**src/rtl/memory_write_buffer.sv**
```systemverilog
// First-word-fall-through write buffer between data_loader and a memory port.
// Words arriving while full are dropped and latch a sticky overflow flag.
module memory_write_buffer #(
   parameter int ADDR_WIDTH = 15,
   parameter int DATA_WIDTH = 16,
   parameter int DEPTH      = 8
) (
   input  logic                       clk_memory,
   input  logic                       reset,
   input  logic                       write_en,
   input  logic [ADDR_WIDTH-1:0]      write_addr,
   input  logic [DATA_WIDTH-1:0]      write_data,
   output logic                       mem_wr,
   output logic [ADDR_WIDTH-1:0]      mem_addr,
   output logic [DATA_WIDTH-1:0]      mem_data,
   input  logic                       mem_ready,
   output logic [$clog2(DEPTH):0]     count,
   output logic                       idle,
   output logic                       overflow
);

   localparam int PW = $clog2(DEPTH);
   localparam int CW = PW + 1;
   localparam logic [CW-1:0] FULL = CW'(DEPTH);

   logic [ADDR_WIDTH-1:0] addr_q [DEPTH];
   logic [DATA_WIDTH-1:0] data_q [DEPTH];

   logic [PW-1:0] rd_ptr_q, rd_ptr_d;
   logic [PW-1:0] wr_ptr_q, wr_ptr_d;
   logic [CW-1:0] count_q, count_d;
   logic          overflow_q, overflow_d;

   logic full;
   logic push;
   logic pop;

   always_comb begin
      full       = (count_q == FULL);
      pop        = (count_q != '0) && mem_ready;
      push       = write_en && (!full || pop);
      rd_ptr_d   = rd_ptr_q;
      wr_ptr_d   = wr_ptr_q;
      count_d    = count_q;
      overflow_d = overflow_q;
      if (push) wr_ptr_d = wr_ptr_q + PW'(1);
      if (pop)  rd_ptr_d = rd_ptr_q + PW'(1);
      unique case ({push, pop})
         2'b10:   count_d = count_q + CW'(1);
         2'b01:   count_d = count_q - CW'(1);
         default: count_d = count_q;
      endcase
      // A full buffer only drops when no slot frees up on the same edge.
      if (write_en && full && !pop) overflow_d = 1'b1;
   end

   always_ff @(posedge clk_memory) begin
      if (reset) begin
         rd_ptr_q   <= '0;
         wr_ptr_q   <= '0;
         count_q    <= '0;
         overflow_q <= 1'b0;
      end else begin
         rd_ptr_q   <= rd_ptr_d;
         wr_ptr_q   <= wr_ptr_d;
         count_q    <= count_d;
         overflow_q <= overflow_d;
      end
   end

   // Storage is deliberately left out of reset.
   always_ff @(posedge clk_memory) begin
      if (push && !reset) begin
         addr_q[wr_ptr_q] <= write_addr;
         data_q[wr_ptr_q] <= write_data;
      end
   end

   assign mem_wr   = (count_q != '0);
   assign mem_addr = addr_q[rd_ptr_q];
   assign mem_data = data_q[rd_ptr_q];
   assign count    = count_q;
   assign idle     = (count_q == '0);
   assign overflow = overflow_q;

endmodule
```
**config.mk**
```make
export PLATFORM = sky130hd
export DESIGN_NAME = memory_write_buffer
export DESIGN_NICKNAME = d
export VERILOG_FILES = /design/src/rtl/memory_write_buffer.sv
export SDC_FILE = /design/constraint.sdc
export NUM_CORES = 1
export LEC_CHECK = 0
export CORE_MARGIN = 2
export CORE_UTILIZATION = 50
export CTS_CLUSTER_DIAMETER = 150
export DETAILED_ROUTE_END_ITERATION = 7
export PLACE_DENSITY = 0.7
export SYNTH_ARGS = -nofsm -noshare
export SYNTH_HDL_FRONTEND = slang
export SYNTH_SLANG_ARGS = --single-unit
```
**constraint.sdc**
```tcl
create_clock -name clk_memory -period 6.4 [get_ports clk_memory]
set_input_delay 1.6 -clock clk_memory [delete_from_list [all_inputs] [get_ports clk_memory]]
set_output_delay 1.6 -clock clk_memory [all_outputs]
set_load 0.005 [all_outputs]
```
### Yosys cells after proc, flatten, opt, wreduce, memory -nomap -nowiden

Memory sizes are Yosys's and may differ from the RTL's. A register that Yosys moved wholly into a read port is not among the register bits.
Index checks and enable logic that the tools add are counted.

* bits in registers: 11
* memory bits (writable): 248
* input bits: 35
* output and inout port bits: 38
* logic and storage cells: 32
* memories kept: 2

* add/sub/neg operators: 4
* equal/unequal tests: 3
* mux-type cells: 7
* reductions and logical operators: 12

Memory list
* data_q: words 8, bits a word 16, rd ports 1, clocked after Yosys merged registers in 1, write ports 1, RTL line 27 `logic [DATA_WIDTH-1:0] data_q [DEPTH];`
* addr_q: words 8, bits a word 15, rd ports 1, clocked after Yosys merged registers in 1, write ports 1, RTL line 26 `logic [ADDR_WIDTH-1:0] addr_q [DEPTH];`

Operators with widths (count)
* 3-bit two-way mux: 4
* 4-bit case mux with 2 select lines: 1
* 3-bit by 1-bit adder with 3-bit output, second input constant: 2
* 1-bit logical AND: 5
* 4-bit by 1-bit adder with 4-bit output, second input constant: 1
* 4-bit equality test, second input constant: 1
* 4-bit logical NOT: 1
* 4-bit nonzero test: 1
* 4-bit by 1-bit subtractor with 4-bit output, second input constant: 1
* 1-bit logical NOT: 3
* 2-bit by 1-bit equality test with 1-bit output, second input constant: 1
* 2-bit equality test, second input constant: 1
* 1-bit two-way mux: 2
* 2-bit nonzero test: 1
* 1-bit logical OR: 1

### Longest topological paths before layout

Gate-level depths: netlist of the first run.

* depth after elaboration: 7
* gate-level depth with buffers: 10
* mapped depth without buffers: 8

### Worst setup path before layout of the first run

No wires, ideal clock.

* kind: input to register
* from: input port reset
* to: memory addr_q[0][0] (enable)
* setup time: 0.508 ns
* arrival time: 5.166 ns
* data required time: 5.892 ns
* setup slack: 0.726 ns
* stages: 3
* buffers on the path: 1
* path through: clkbuf_1 -> nor2_1 -> nor4b_1

* word-level cells in the longest chain between the ends: 4

RTL lines
* start: declaration: RTL line 9 `input logic reset,`
* 1-bit logical NOT: RTL line 73 `if (push && !reset) begin`
* 1-bit logical AND: RTL line 73
* 1-bit two-way mux: RTL line 73
* 1-bit two-way mux (implied by the code): RTL line 74 `addr_q[wr_ptr_q] <= write_addr;`
* end: declaration: RTL line 26

No other way between the ends.

==> impl_metrics.tcl, run 1 <==
set metrics [dict create \
    netlist_area_um2 10300 \
    tritoncts "done" \
    power.density_nw_per_um2 348 \
    fin_nets 575 \
    power_frac_seq 0.492 \
    p_sw_w 0.000983 \
    cp-start-kind "register" \
    share_comb_of_total_power 0.174 \
    ant_nets 0 \
    grt_max_degree 63 \
    crit_fanout 40 \
    io-pin-count 73 \
    grt_overflow 0 \
    synthToLayoutAreaGrowth_pct 17.2 \
    place_hpwl_um 10100 \
    die_h_um 148 \
    path_class "register to primary output" \
    clock_path_buffers 3 \
    path_buf_inv 2 \
    clkLatencyLatePin_ns 0.51 \
    worstHoldPathCells 2 \
    clock_sinks 262 \
    post-place-ws_ns 2.14 \
    hold_path.class "register to register" \
    cts_resized 0 \
    synth_area_per_cell_um2 22.9 \
    routed_wl_um 18400 \
    synthesis.nets 490 \
    fillers 1402 \
    grt_pass1_wl_um 28600 \
    met2_usage 0.285 \
    cpPeakStageDelay_ns 1.00 \
    max-cap-violations 0 \
    finalMaxSlewViolations 0 \
    reg2reg_depth 3 \
    rsz0062_at_grt "false" \
    path_delay_family "flip-flops" \
    hold_path_end "overflow" \
    fmax_mhz 212 \
    ys_warn_count 0 \
    vias 4727 \
    synth_cells 452 \
    grt.busiest_layer "met2" \
    grt_pass1_vias 5025 \
    finish.instance_area_um2 12100 \
    antenna_found_initial 0 \
    grtUsageTotal 0.172 \
    drtIter0Drc 352 \
    setup_ws_ns 1.69 \
    yosysUniqueCellTypes 40 \
    path_clk_slew_ns 0.06 \
    viasPerCell 5.72 \
    rrSetupSlack_ns 3.86 \
    finalSetupViolations 0 \
    cts_setup_buffers 0 \
    finalCritPeriodShare 0.736 \
    drc_errors 0 \
    worstPathCellList "buf_4 > mux4_2 > mux2_2 > clkdlybuf4s50_1" \
    gp_congestion 0.727 \
    hold_path_startpoint "overflow" \
    coreArea_um2 20200 \
    synth_seq_cells 262 \
    slowest_stage "dfxtp_2" \
    start_util 0.511 \
    internal_power_w 0.00323 \
    first_pass_iters 4 \
    clock-root-buffer "clkbuf_16" \
    outcome "complete, no violations" \
    setup_tns_ns 0 \
    power_leakage_nw 3.85 \
    grtUsageMet3 0.0287 \
    wl_per_cell_um 22.2 \
    port_buffers 72 \
    ctsHtreeMaxLevel 1 \
    endpoint_kind "primary output" \
    die_area_um2 21800 \
    switching_share 0.233 \
    tightestPinTransition_ns 1.15 \
    drive_gt1_frac 0.197 \
    use_met1 0.246 \
    fin_crit_ns 4.71 \
    clock_skew_ns 0.0129 \
    ys_seq_area_frac 0.747 \
    ctsHoldBuffers 0 \
    diodes 0 \
    die_w_um 148 \
    clkPwrFrac 0.334 \
    reg2reg_to "data_q[7][1]" \
    numCtsBuffers 26 \
    slew_headroom 0.230 \
    peakVddDrop_mv 0.299 \
    arrival_ns 3.11 \
    required_ns 4.80 \
    hold_viol 0 \
    r2r-start "count[0]" \
    dpl_cell_area_um2 11300 \
    row_count 52 \
]
## Yosys cell counts
master,count,share of area
buf_1,6,0.0022
o311a_1,1,0.00097
o21ai_0,1,0.00048
xor2_1,4,0.0034
mux2i_1,1,0.00097
a31oi_1,2,0.0012
nand3_1,3,0.0015
or4_4,1,0.0011
nor2b_1,2,0.0012
a311oi_1,1,0.00085
clkbuf_1,5,0.0018
nand2_2,1,0.00061
mux4_2,14,0.030
o41ai_2,1,0.0016
o211ai_1,2,0.0015
xnor2_1,3,0.0025
or3_4,1,0.0011
nand2_1,7,0.0025
nor2_1,18,0.0065
nor3b_1,1,0.00073
buf_12,2,0.0039
nor4b_1,2,0.0017
dfxtp_1,14,0.027
nor3_1,4,0.0019
mux2_2,31,0.034
mux4_1,48,0.12
nand3b_1,1,0.00073
buf_6,5,0.0054
a21oi_1,3,0.0015
ha_1,3,0.0036
o21ai_4,1,0.0016
nor4_1,3,0.0018
a211oi_4,1,0.0019
buf_8,4,0.0058
inv_1,1,0.00036
nand2b_1,2,0.0012
edfxtp_1,248,0.72
clkbuf_2,1,0.00048
buf_2,2,0.00097
o221ai_1,1,0.00085
## how the worst max path moves through the flow
stage	cells after the start	slack, ns	to
CTS	4	1.59	mem_addr[0]
finish	4	1.69	mem_addr[14]
detailed placement	4	2.14	data_q[7][0]
floorplan	3	0.73	addr_q[0][0]
global route	4	1.51	mem_addr[0]
global placement	4	2.17	data_q[6][0]
## cell type report
type | instances | area, um^2 | share of cell area
timing repair buffer | 82 | 796 | 0.0657
clock inverter | 19 | 120 | 0.00991
sequential | 262 | 7730 | 0.638
inverter | 1 | 3.75 | 0.000310
multi-input combinational | 164 | 2450 | 0.202
clock buffer | 29 | 683 | 0.0564
tap | 270 | 338 | 0.0279
## stage by stage
| stage | cells | util | total power (W) | hold WS, ns |
|---|---|---|---|---|
| finish | 827 | 0.599 | 0.00421 | 0.488 |
| global route | 827 | 0.599 | 0.00438 | 0.528 |
| CTS | 827 | 0.599 | 0.00426 | 0.488 |
| detailed placement | 779 | 0.559 | 0.00285 | 0.470 |
| global placement | 779 | 0.559 | 0.00284 | 0.463 |
| floorplan | 452 | - | 0.00261 | 0.454 |
## power groups by stage
stage | combinational [W] | sequential (W) | clock, W
after floorplan | 0.000634 | 0.00197 | 0
after global placement | 0.000728 | 0.00211 | 0
after detailed placement | 0.000740 | 0.00211 | 0
after CTS | 0.000745 | 0.00208 | 0.00144
after global routing | 0.000784 | 0.00209 | 0.00151
final | 0.000734 | 0.00207 | 0.00141
## cells in the final DEF (no fill, tap or decap), types with 4 or more instances in the layout
cell,synthesis,final
mux4_2,14,14
dfxtp_1,14,11
edfxtp_1,248,248
mux2_2,31,31
nor2_1,18,15
clkdlybuf4s50_1,0,72
xor2_1,4,4
clkinv_2,0,7
clkbuf_16,0,27
nand2_1,7,7
mux4_1,48,48
clkinv_1,0,8
buf_4,0,10
## state kept, by name, indices dropped and copies added, names as in the netlist, named ones only
register,flops
wr_ptr_q,3
rd_ptr_q,3
addr_q,120
count,4
data_q,128
overflow,1
## cells by family (layout without fill, tap and decap cells)
family	count (synthesis)	count (layout)	synth area share
xor+xnor	7	7	0.00593
fa+ha+maj	3	3	0.00363
mux	94	94	0.187
compound gates	14	14	0.0123
buf+inv	26	131	0.0209
flops	262	262	0.747
simple gates	46	46	0.0226
## per-layer routing
metal | vias up | wire length (um)
met1 | 2472 | 7880
met3 | 15 | 1100
met4 | 0 | 158
li1 | 2104 | -
met5 | - | 0
met2 | 136 | 9220
## tightest hold or removal path: stages (launching register included)
cell	delay (ns)
dfxtp_1	0.33
a31oi_1	0.05
nor2_1	0.07
Power figures use the tool's default switching activity.
==> run 2: changes to the inputs <==
--- a/config.mk
+++ b/config.mk
@@ -9,7 +9,7 @@
 export CORE_UTILIZATION = 50
 export CTS_CLUSTER_DIAMETER = 150
 export DETAILED_ROUTE_END_ITERATION = 7
-export PLACE_DENSITY = 0.7
+export PLACE_DENSITY = 0.72
 export SYNTH_ARGS = -nofsm -noshare
 export SYNTH_HDL_FRONTEND = slang
 export SYNTH_SLANG_ARGS = --single-unit
==> constraint.sdc (replaced) <==
create_clock -name clk_memory -period 4 [get_ports clk_memory]
set_input_delay 1 -clock clk_memory [delete_from_list [all_inputs] [get_ports clk_memory]]
set_output_delay 1 -clock clk_memory [all_outputs]
set_load 0.005 [all_outputs]
==> impl_metrics.tcl, run 2 (synthesis results as in run 1) <==
set metrics [dict create \
    outcome "complete, no violations" \
    coreArea_um2 20200 \
    io-pin-count 73 \
    gp_congestion 0.716 \
    port_buffers 72 \
    switching_share 0.224 \
    clock_path_buffers 3 \
    grtUsageTotal 0.181 \
    finalSetupViolations 0 \
    fin_nets 586 \
    place_hpwl_um 10800 \
    numCtsBuffers 26 \
    finalCritPeriodShare 0.958 \
    fmax_mhz 261 \
    internal_power_w 0.00552 \
    final_common_cell "edfxtp_1" \
    power_leakage_nw 3.97 \
    power.density_nw_per_um2 574 \
    fin_crit_ns 3.83 \
    antenna_found_initial 2 \
    row_count 52 \
    postLayoutCoreUtil 0.613 \
    finalMaxSlewViolations 0 \
    vias 4726 \
    die_w_um 148 \
    die_h_um 148 \
    hold_path.class "register to register" \
    wl_per_cell_um 23.0 \
    viasPerCell 5.65 \
    fillers 1377 \
    final_cells 836 \
    ctsHoldBuffers 0 \
    cts_setup_buffers 0 \
    synthToLayoutAreaGrowth_pct 19.9 \
    routed_wl_um 19200 \
    total_power_w 0.00712 \
    top_register "data_q" \
    dpl_cell_area_um2 11500 \
    cts_resized 0 \
    path_clk_slew_ns 0.06 \
    ctsHtreeMaxLevel 1 \
    grt_pass1_wl_um 29900 \
    clkLatencyLatePin_ns 0.52 \
    ant_nets 0 \
    grt_pass1_vias 5123 \
    ff_latch_area_um2 7730 \
    layout_common_cells "edfxtp_1 (248), clkdlybuf4s50_1 (72), mux4_1 (48)" \
    drc_errors 0 \
    drtIter0Drc 314 \
    path_class "register to primary output" \
    multi_input_area_um2 2460 \
    slew_headroom 0.372 \
    peakVddDrop_mv 0.474 \
    arrival_ns 2.83 \
    die_area_um2 21800 \
    first_pass_iters 5 \
    crit_fanout 25 \
    share_comb_of_total_power 0.188 \
    clock_skew_ns 0.00940 \
    drive_gt1_frac 0.218 \
    clock-root-buffer "clkbuf_16" \
    endpoint_kind "primary output" \
    largest_reg_flops 128 \
    start_util 0.511 \
    clock_sinks 262 \
    setup_tns_ns 0 \
    required_ns 3.00 \
    max-cap-violations 0 \
    p_sw_w 0.00159 \
    tritoncts "done" \
    dp.cells 790 \
    grt_max_degree 63 \
    tightestPinTransition_ns 0.938 \
    power_frac_seq 0.450 \
    finish.instance_area_um2 12400 \
    grt_overflow 0 \
    clkPwrFrac 0.362 \
    hold_viol 0 \
    cp-start-kind "register" \
    rsz0062_at_grt "false" \
]
run 2: cell types whose count changed in the layout (fill, tap and decap cells not counted), sizes merged:
cell,before,now
bufinv,1,6
clkinv,17,7
clkinvlp,1,3
buf,10,21
diode,0,1
run 2: worst paths after layout:
check,from,end,slack [ns],depth (start not counted)
setup / recovery,register,mem_data[2],0.17,4
setup reg to reg,count[2],addr_q[6][3],1.50,4
hold / removal,overflow,overflow,0.48,2
hold reg to reg,overflow,overflow,0.48,2
run 2: critical path, stage by stage, from the launching register on:
cell and delay [ns]:
dfxtp_4 0.64, buf_12 0.26, mux4_1 0.62, mux2_2 0.33, clkdlybuf4s50_1 0.45
run 2: metrics by stage:
| stage | worst slack, ns | hold slack (ns) |
|---|---|---|
| global route | 0.0662 | 0.508 |
| detailed placement | 0.587 | 0.464 |
| global placement | 0.618 | 0.463 |
| finish | 0.166 | 0.482 |
| floorplan | 0.0254 | 0.454 |
| CTS | 0.116 | 0.488 |
run 2: metal layers:
layer	up-vias	wire length, um	track usage
li1	2119	-	-
met4	2	353	0.0495
met2	160	9850	0.314
met5	-	13	0
met1	2418	7830	0.239
met3	27	1170	0.0321
run 2: cell type report:
type / instances / share of cell area
flip-flops and latches: 262 / 0.624
well taps: 270 / 0.0272
inverters: 1 / 0.000303
clock buffers: 29 / 0.0551
diodes: 1 / 0.000202
repair buffers: 93 / 0.0759
clock inverters: 16 / 0.0189
multi-input cells: 164 / 0.199
run 2: power groups by stage:
stage / registers (W) / logic (W) / clock network [W]
final: 0.00320 / 0.00134 / 0.00258
after global routing: 0.00322 / 0.00143 / 0.00273
after CTS: 0.00320 / 0.00136 / 0.00263
after detailed placement: 0.00326 / 0.00134 / 0
after global placement: 0.00325 / 0.00132 / 0
after floorplan: 0.00315 / 0.00101 / 0
